<file path="src/rtl/inst_generator.sv">
// inst_generator: seeded LFSR-driven source of constrained RV32IM-subset
// instructions (R / I / LW / SW / NOP) with a valid/ready handshake and a
// bounded-length run controller.
module inst_generator #(
  parameter logic [31:0] SEED      = 32'h0000_0001,
  parameter int unsigned NUM_INSTS = 16,
  parameter int unsigned CNT_W     = 16,
  parameter logic [4:0]  CLASS_EN  = 5'b11111
) (
  input  logic             clk,
  input  logic             rst,
  input  logic             start,
  input  logic             out_ready,
  output logic             out_valid,
  output logic [31:0]      instruction,
  output logic [2:0]       inst_class,
  output logic             busy,
  output logic             done,
  output logic [CNT_W-1:0] count
);

  // An all-zero seed would lock the LFSR at zero, so it is replaced by 1.
  localparam logic [31:0] SEED_EFF = (SEED == 32'h0) ? 32'h1 : SEED;
  localparam logic [31:0] POLY     = 32'h8020_0003;

  localparam logic [6:0] OP_R   = 7'b0110011;
  localparam logic [6:0] OP_I   = 7'b0010011;
  localparam logic [6:0] OP_LW  = 7'b0000011;
  localparam logic [6:0] OP_SW  = 7'b0100011;
  localparam logic [6:0] OP_NOP = 7'b1111111;

  localparam logic [2:0] CLS_R   = 3'd0;
  localparam logic [2:0] CLS_I   = 3'd1;
  localparam logic [2:0] CLS_LW  = 3'd2;
  localparam logic [2:0] CLS_SW  = 3'd3;
  localparam logic [2:0] CLS_NOP = 3'd4;

  typedef enum logic [1:0] {
    S_IDLE = 2'd0,
    S_RUN  = 2'd1,
    S_DONE = 2'd2
  } state_t;

  state_t           r_state;
  state_t           w_state_nxt;
  logic [31:0]      r_lfsr;
  logic [31:0]      w_lfsr_nxt;
  logic [CNT_W-1:0] r_count;
  logic [CNT_W-1:0] w_count_nxt;
  logic             w_hs;
  logic             w_last;

  logic [3:0]       w_idx_r;
  logic [3:0]       w_idx_i;
  logic [9:0]       w_rfunct;
  logic [2:0]       w_ifunct3;
  logic [11:0]      w_itop;
  logic [4:0]       w_rd;
  logic [4:0]       w_rs1;
  logic [4:0]       w_rs2;
  logic [31:0]      w_inst;
  logic [2:0]       w_cls;

  // Galois right-shift step; the taps keep a nonzero state nonzero.
  function automatic logic [31:0] lfsr_step(input logic [31:0] l);
    return (l >> 1) ^ (l[0] ? POLY : 32'h0);
  endfunction

  // Counter increment that sticks at all-ones instead of wrapping.
  function automatic logic [CNT_W-1:0] sat_inc(input logic [CNT_W-1:0] c);
    return (&c) ? c : c + CNT_W'(1);
  endfunction

  // {funct7, funct3} for R-type index 0..13 (ADD .. MULHU).
  function automatic logic [9:0] r_funct(input logic [3:0] idx);
    case (idx)
      4'd0:    return {7'b0000000, 3'b000}; // ADD
      4'd1:    return {7'b0100000, 3'b000}; // SUB
      4'd2:    return {7'b0000000, 3'b001}; // SLL
      4'd3:    return {7'b0000000, 3'b010}; // SLT
      4'd4:    return {7'b0000000, 3'b011}; // SLTU
      4'd5:    return {7'b0000000, 3'b100}; // XOR
      4'd6:    return {7'b0000000, 3'b101}; // SRL
      4'd7:    return {7'b0100000, 3'b101}; // SRA
      4'd8:    return {7'b0000000, 3'b110}; // OR
      4'd9:    return {7'b0000000, 3'b111}; // AND
      4'd10:   return {7'b0000001, 3'b000}; // MUL
      4'd11:   return {7'b0000001, 3'b001}; // MULH
      4'd12:   return {7'b0000001, 3'b010}; // MULHSU
      4'd13:   return {7'b0000001, 3'b011}; // MULHU
      default: return {7'b0000000, 3'b000};
    endcase
  endfunction

  // funct3 for I-type index 0..8 (ADDI .. SRAI).
  function automatic logic [2:0] i_funct3(input logic [3:0] idx);
    case (idx)
      4'd0:    return 3'b000; // ADDI
      4'd1:    return 3'b010; // SLTI
      4'd2:    return 3'b011; // SLTIU
      4'd3:    return 3'b100; // XORI
      4'd4:    return 3'b110; // ORI
      4'd5:    return 3'b111; // ANDI
      4'd6:    return 3'b001; // SLLI
      4'd7:    return 3'b101; // SRLI
      4'd8:    return 3'b101; // SRAI
      default: return 3'b000;
    endcase
  endfunction

  assign w_hs   = (r_state == S_RUN) && out_ready;
  assign w_last = (NUM_INSTS != 0) &&
                  (({1'b0, r_count} + (CNT_W + 1)'(1)) == (CNT_W + 1)'(NUM_INSTS));

  // Run controller: next state, LFSR and transfer count.
  always_comb begin
    w_state_nxt = r_state;
    w_lfsr_nxt  = r_lfsr;
    w_count_nxt = r_count;
    case (r_state)
      S_IDLE: begin
        if (start) begin
          w_state_nxt = S_RUN;
          w_lfsr_nxt  = SEED_EFF;
          w_count_nxt = '0;
        end
      end
      S_RUN: begin
        if (w_hs) begin
          w_lfsr_nxt  = lfsr_step(r_lfsr);
          w_count_nxt = sat_inc(r_count);
          if (w_last) begin
            w_state_nxt = S_DONE;
          end
        end
      end
      S_DONE: begin
        w_state_nxt = S_IDLE;
      end
      default: begin
        w_state_nxt = S_IDLE;
      end
    endcase
  end

  // State, LFSR and counter registers with synchronous reset.
  always_ff @(posedge clk) begin
    if (rst) begin
      r_state <= S_IDLE;
      r_lfsr  <= SEED_EFF;
      r_count <= '0;
    end else begin
      r_state <= w_state_nxt;
      r_lfsr  <= w_lfsr_nxt;
      r_count <= w_count_nxt;
    end
  end

  // Field extraction; register numbers are 4 bits zero-extended so they stay below 16.
  assign w_idx_r   = (r_lfsr[7:4] >= 4'd14) ? (r_lfsr[7:4] - 4'd14) : r_lfsr[7:4];
  assign w_idx_i   = (r_lfsr[7:4] >= 4'd9)  ? (r_lfsr[7:4] - 4'd9)  : r_lfsr[7:4];
  assign w_rd      = {1'b0, r_lfsr[11:8]};
  assign w_rs1     = {1'b0, r_lfsr[15:12]};
  assign w_rs2     = {1'b0, r_lfsr[19:16]};
  assign w_rfunct  = r_funct(w_idx_r);
  assign w_ifunct3 = i_funct3(w_idx_i);
  // Shift immediates (indices 6..8) carry a fixed funct7 over a 5-bit shamt.
  assign w_itop    = (w_idx_i >= 4'd6) ?
                     {((w_idx_i == 4'd8) ? 7'b0100000 : 7'b0000000), r_lfsr[24:20]} :
                     r_lfsr[31:20];

  // Combinational decode of the LFSR into one constrained instruction word.
  always_comb begin
    w_inst = {25'h0, OP_NOP};
    w_cls  = CLS_NOP;
    case (r_lfsr[2:0])
      3'd0, 3'd1, 3'd2: begin
        if (CLASS_EN[0]) begin
          w_cls  = CLS_R;
          w_inst = {w_rfunct[9:3], w_rs2, w_rs1, w_rfunct[2:0], w_rd, OP_R};
        end
      end
      3'd3, 3'd4: begin
        if (CLASS_EN[1]) begin
          w_cls  = CLS_I;
          w_inst = {w_itop, w_rs1, w_ifunct3, w_rd, OP_I};
        end
      end
      3'd5: begin
        if (CLASS_EN[2]) begin
          w_cls  = CLS_LW;
          w_inst = {2'b00, r_lfsr[29:20], 5'd0, 3'b010, w_rd, OP_LW};
        end
      end
      3'd6: begin
        if (CLASS_EN[3]) begin
          w_cls  = CLS_SW;
          w_inst = {2'b00, r_lfsr[28:24], w_rs2, 5'd0, 3'b010, r_lfsr[12:8], OP_SW};
        end
      end
      default: begin
        if (CLASS_EN[4]) begin
          w_cls  = CLS_NOP;
          w_inst = {r_lfsr[31:7], OP_NOP};
        end
      end
    endcase
  end

  assign out_valid   = (r_state == S_RUN);
  assign busy        = (r_state == S_RUN);
  assign done        = (r_state == S_DONE);
  assign count       = r_count;
  assign instruction = w_inst;
  assign inst_class  = w_cls;

endmodule

</file>
<file path="config.mk">
export PLATFORM = sky130hd
export DESIGN_NAME = inst_generator
export DESIGN_NICKNAME = d
export VERILOG_FILES = /design/src/rtl/inst_generator.sv
export SDC_FILE = /design/constraint.sdc
export NUM_CORES = 1
export LEC_CHECK = 0
export ABC_AREA = 1
export CAP_MARGIN = 20
export CORE_UTILIZATION = 53
export CTS_CLUSTER_SIZE = 25
export DETAILED_ROUTE_END_ITERATION = 6
export PLACE_DENSITY = 0.9
export SKIP_CTS_REPAIR_TIMING = 1
export SYNTH_ARGS = -nofsm -noshare
export SYNTH_HDL_FRONTEND = slang
export SYNTH_SLANG_ARGS = --single-unit
</file>
<file path="constraint.sdc">
create_clock -name clk -period 2.55 [get_ports clk]
set_input_delay 0.255 -clock clk [delete_from_list [all_inputs] [get_ports clk]]
set_output_delay 0.255 -clock clk [all_outputs]
set_load 0.005 [all_outputs]
</file>
# [Yosys cells after proc, flatten, opt, wreduce, memory -nomap -nowiden]
# Memories as Yosys holds them, arrays and structs flattened.
# Cells that the tools add are included.
[word_totals] elab_cells=55 mem_count=2 mem_bits_ro=128 in_bits=4 register_bits=50
[classes] bitwise_logic=1 reduce_logical=10 n_mux=18 n_eq_ne=14 add_sub_neg=4 n_lt_le_gt_ge=3
[memory_table] memory="(name not given)" words=16 width=5 rd=1 rd_ports_with_merged_regs=0 write_ports=0 line_no="76" source="case (idx)"
[memory_table] memory="(name not given)" words=16 width=3 rd=1 rd_ports_with_merged_regs=0 write_ports=0 line_no="97" source="case (idx)"
[op_table] operator="$pmux 32 s4" count=1
[op_table] operator="$mux 32" count=3
[op_table] operator="$pmux 32 s2" count=1
[op_table] operator="$mux 16" count=3
[op_table] operator="$pmux 16 s2" count=1
[op_table] operator="$xor 31x32->32" count=1
[op_table] operator="$add 16x1->17 const B" count=1
[op_table] operator="$eq 17x5->1 const B" count=1
[op_table] operator="$add 16x1->16 const B" count=1
[op_table] operator="$reduce_and 16->1" count=1
[op_table] operator="$mux 12" count=1
[op_table] operator="$pmux 3 s4" count=1
[op_table] operator="$eq 3x3->1 const B" count=3
[op_table] operator="$ge 4x4->1 const B" count=2
[op_table] operator="$mux 4" count=2
[op_table] operator="$sub 4x4->4 const B" count=2
[op_table] operator="$eq 3x2->1 const B" count=2
[op_table] operator="$mux 2" count=3
[op_table] operator="$mux 6" count=1
[op_table] operator="$reduce_and 3->1" count=2
[op_table] operator="$eq 4x4->1 const B" count=1
[op_table] operator="$ge 4x3->1 const B" count=1
[op_table] operator="$ne 2x1->1 const B" count=2
[op_table] operator="$ne 2x2->1 const B" count=2
[op_table] operator="other kinds (11)" count=11

# [Depth between registers and ports, before layout]
[logic_depth] ltp_word=6 ltp_mapped=14 mapped_depth_nobuf=14

# [Worst setup path after synthesis]
# No wires, ideal clock.
[synth_timing] path_type="register to output" start="register r_lfsr[0]" end="output instruction[16]" arrival_ns=1.779 t_required_ns=2.295 stages_incl_launch_ff=9 path_slack_ns=0.516 path_cell_list="dfxtp_1 inv_1 ha_1 o31ai_1 nand2_1 nor2_4 inv_2 buf_2 o21ai_0"
[synth_between] elab_chain_cells=3 elab_cells_between_ends=10 classes_between="eq/ne (6); mux (1); reduce/logical (3)"
[synth_lines] item="start: declaration" line_no="46" source="logic [31:0] r_lfsr;"
[synth_lines] item="start signal: assignment" line_no="154" source="r_lfsr <= w_lfsr_nxt;"
[synth_lines] item="$eq 3x1->1, or another cell as far along" line_no="176" source="case (r_lfsr[2:0])"
[synth_lines] item="$reduce_or 3->1 or $reduce_or 2->1 (tied branches)" line_no="176"
[synth_lines] item="$pmux 32 s4 *" line_no="176"
[synth_lines] item="end: declaration" line_no="15" source="output logic [31:0] instruction,"
# Mark *: on every way between the ends. The rest lies on a longest branch, timed or not.

# [Worst setup path after layout]
[layout_timing] start="register r_lfsr[5]" end="output instruction[31]"
[layout_between] elab_chain_cells=5 elab_cells_between_ends=6 classes_between="add/sub (1); order compare (2); mux (3)"
[layout_lines] item="$sub 4x4->4 or $ge 4x4->1 (tied branches)" line_no="161" source="assign w_idx_i = (r_lfsr[7:4] >= 4'd9) ? (r_lfsr[7:4] - 4'd9) : r_lfsr[7:4];"
[layout_lines] item="$mux 4 *" line_no="161"
[layout_lines] item="$ge 4x3->1 *" line_no="168" source="assign w_itop = (w_idx_i >= 4'd6) ?"
[layout_lines] item="$mux 12 *" line_no="168"
[layout_lines] item="$pmux 32 s4 *" line_no="176"
# Marked as above.

==> metrics.txt <==
# diodes=0; DP Area=3790 µm²; maximum vdd drop=341 µV; Largest stage delay, worst path=530 ps; R2R depth=11; clock skew=15.2 ps; CP Capture Type=primary output; Vias=3748; Initial DRC Count=519; clock buffer depth=2; Mapped Cells=492; post-DP HPWL=6.05 mm; leakage=2.03 nW; failing checks=DRC, setup timing; Final Wtd Congestion=0.880; status=complete, but fails checks; Critical-path top delay cell=clkdlybuf4s50_1; Seq pwr share=0.460; Crit Path Category=reg -> out; Routed WL=10.4 mm; drt first pass iters=7; largest net degree at the start of global routing=34; I/O Buffers=55; Final Cell Area=4230 µm²; switching power=0.588 mW; CTS tree=yes; Clock Latency Late Sink=320 ps; number of CTS-inserted buffers=5; post-route setup slack=-234 ps; total grt overflow=0; most common cell after layout, fill and taps aside=nand2_1; fill count=353; H-tree depth=2; placed insts=611; Hold Path Depth=2; unrepaired setup endpoints after global routing=yes; area delta synth->final=33.1%; Layout Cells excl Fill=635; clock sinks=50; Sw Ratio=0.323; Synth Warn #=0; first-pass GRT wire length=13.8 mm; mean area per synthesized cell=6.46 µm²; Starting Density=0.564; Cell Area, Synth=3180 µm²; Rows=27; relative slew slack=0.586; Reg clk slew, reported paths=100 ps; max-slew violation count=0; Clk Tree Root Cell=clkbuf_8; Cell Int Power=1.23 mW; Data arrival, critical path=2530 ps; Tot GR Track Use=0.272; highest-count cells in the layout ignoring fill and taps=nand2_1 (147), inv_1 (57), dfxtp_1 (45); Tmin final=2780 ps; crit path buf inv count=3; sequential share of the synthesized area=0.315; Via density=5.90; synthesized flop and latch total=50; DR WL/cell=16.4 µm; layout cells sized above 1=0.176; worst hold path class=in -> reg; Max Freq=359 MHz; Routed Antenna Nets=0; setup_tns=-806 ps; core area=5640 µm²; cells along the critical path=inv_4 > ha_4 > nor2_1 > nand2_2 > nand2_4 > nand2_1 > o21ai_2 > inv_2 > nand2_1 > nand2_2 > a21boi_2 > clkdlybuf4s50_1; Die ar.=6310 µm²; Pwr Density=430 nW/µm²; nets=578; power share of the clock group=0.277; number of global-route vias before repair=3099; Final Hold Viols=0; critical path depth in cells=12; Place WS=-97.8 ps; # DRC=10; critical path data required time=2300 ps; Netlist cell types=35; max-cap check violation count=0; Tot Pwr=1.82 mW; Die H=79.5 µm; Final Cycle Share=1.09; critical path's top delay family=buffers and inverters; Die W=79.5 µm; io pins=58; Gate power share=0.262; CP max FO=6; initial antenna violation count=0; final setup fails=9; Worst setup SP type=register; worst slew pin tran=620 ps
[layout make-up]
type	count	area, µm²	area share
multi-input cells	350	1920	0.454
flip-flops and latches	50	1010	0.239
repair buffers	85	848	0.200
inverters	70	268	0.0633
well taps	72	90.1	0.0213
clock buffers	6	82.6	0.0195
clock inverters	2	12.5	0.00296
[cells in the mapped netlist, drive strengths merged]
library cell	n	area [µm²]
a211oi	13	138
a21boi	1	7.51
a21oi	44	220
a31oi	5	31.3
a32oi	1	8.76
buf	15	105
clkbuf	8	30.0
conb	1	3.75
dfxtp	50	1000
ha	12	150
inv	70	263
nand2	155	599
nand3	19	95.1
nand3b	2	15.0
nand4	4	25.0
nor2	40	178
nor3	2	10.0
nor4	1	6.26
o211ai	3	22.5
o21ai	30	158
o21bai	1	7.51
o221ai	1	8.76
o22ai	10	62.6
o31ai	1	7.51
xor2	3	26.3
[per-layer routing]
metal  track usage  wire length [µm]  vias to the layer above
li1              -                 -                     1719
met2         0.463              4980                      259
met5             0                 0                        -
met1         0.350              4040                     1710
met3        0.0400               871                       60
met4        0.0909               500                        0
[sequential cells by signal, summed over array words and instances, names as in the netlist]
signal	flops
r_state	2
count	16
r_lfsr	32
[power groups by stage]
stage	combinational [mW]	sequential (mW)	clock (mW)
2_1_floorplan	0.244	0.850	0
6_report	0.477	0.838	0.505
3_3_place_gp	0.361	0.853	0
3_5_place_dp	0.373	0.854	0
4_1_cts	0.376	0.836	0.500
5_1_grt	0.504	0.842	0.534
[kinds of logic (layout without fill, tap and decap cells)]
group | Yosys count | count (layout) | synth area share
AND/OR/NAND/NOR | 223 | 223 | 0.292
AO/OA/AOI/OAI | 110 | 110 | 0.211
buffers and inverters | 93 | 163 | 0.125
flip-flops | 50 | 50 | 0.315
adder cells (fa/ha/maj) | 12 | 12 | 0.0472
XOR/XNOR | 3 | 3 | 0.00827
other | 1 | 2 | 0.00118
[final timing paths]
check	startpoint	endpoint	slack, ps
max	r_lfsr[5]	instruction[31]	-230
min	rst	r_lfsr[19]	470
max reg2reg	count[1]	count[14]	360
min reg2reg	r_lfsr[3]	r_lfsr[3]	480
[stage by stage]
step | hold slack (ps) | utilization
3_3_place_gp | 454 | 0.672
2_1_floorplan | 440 | -
3_5_place_dp | 459 | 0.672
6_report | 467 | 0.750
5_1_grt | 482 | 0.750
4_1_cts | 470 | 0.688
Power figures use the tool's default switching activity.
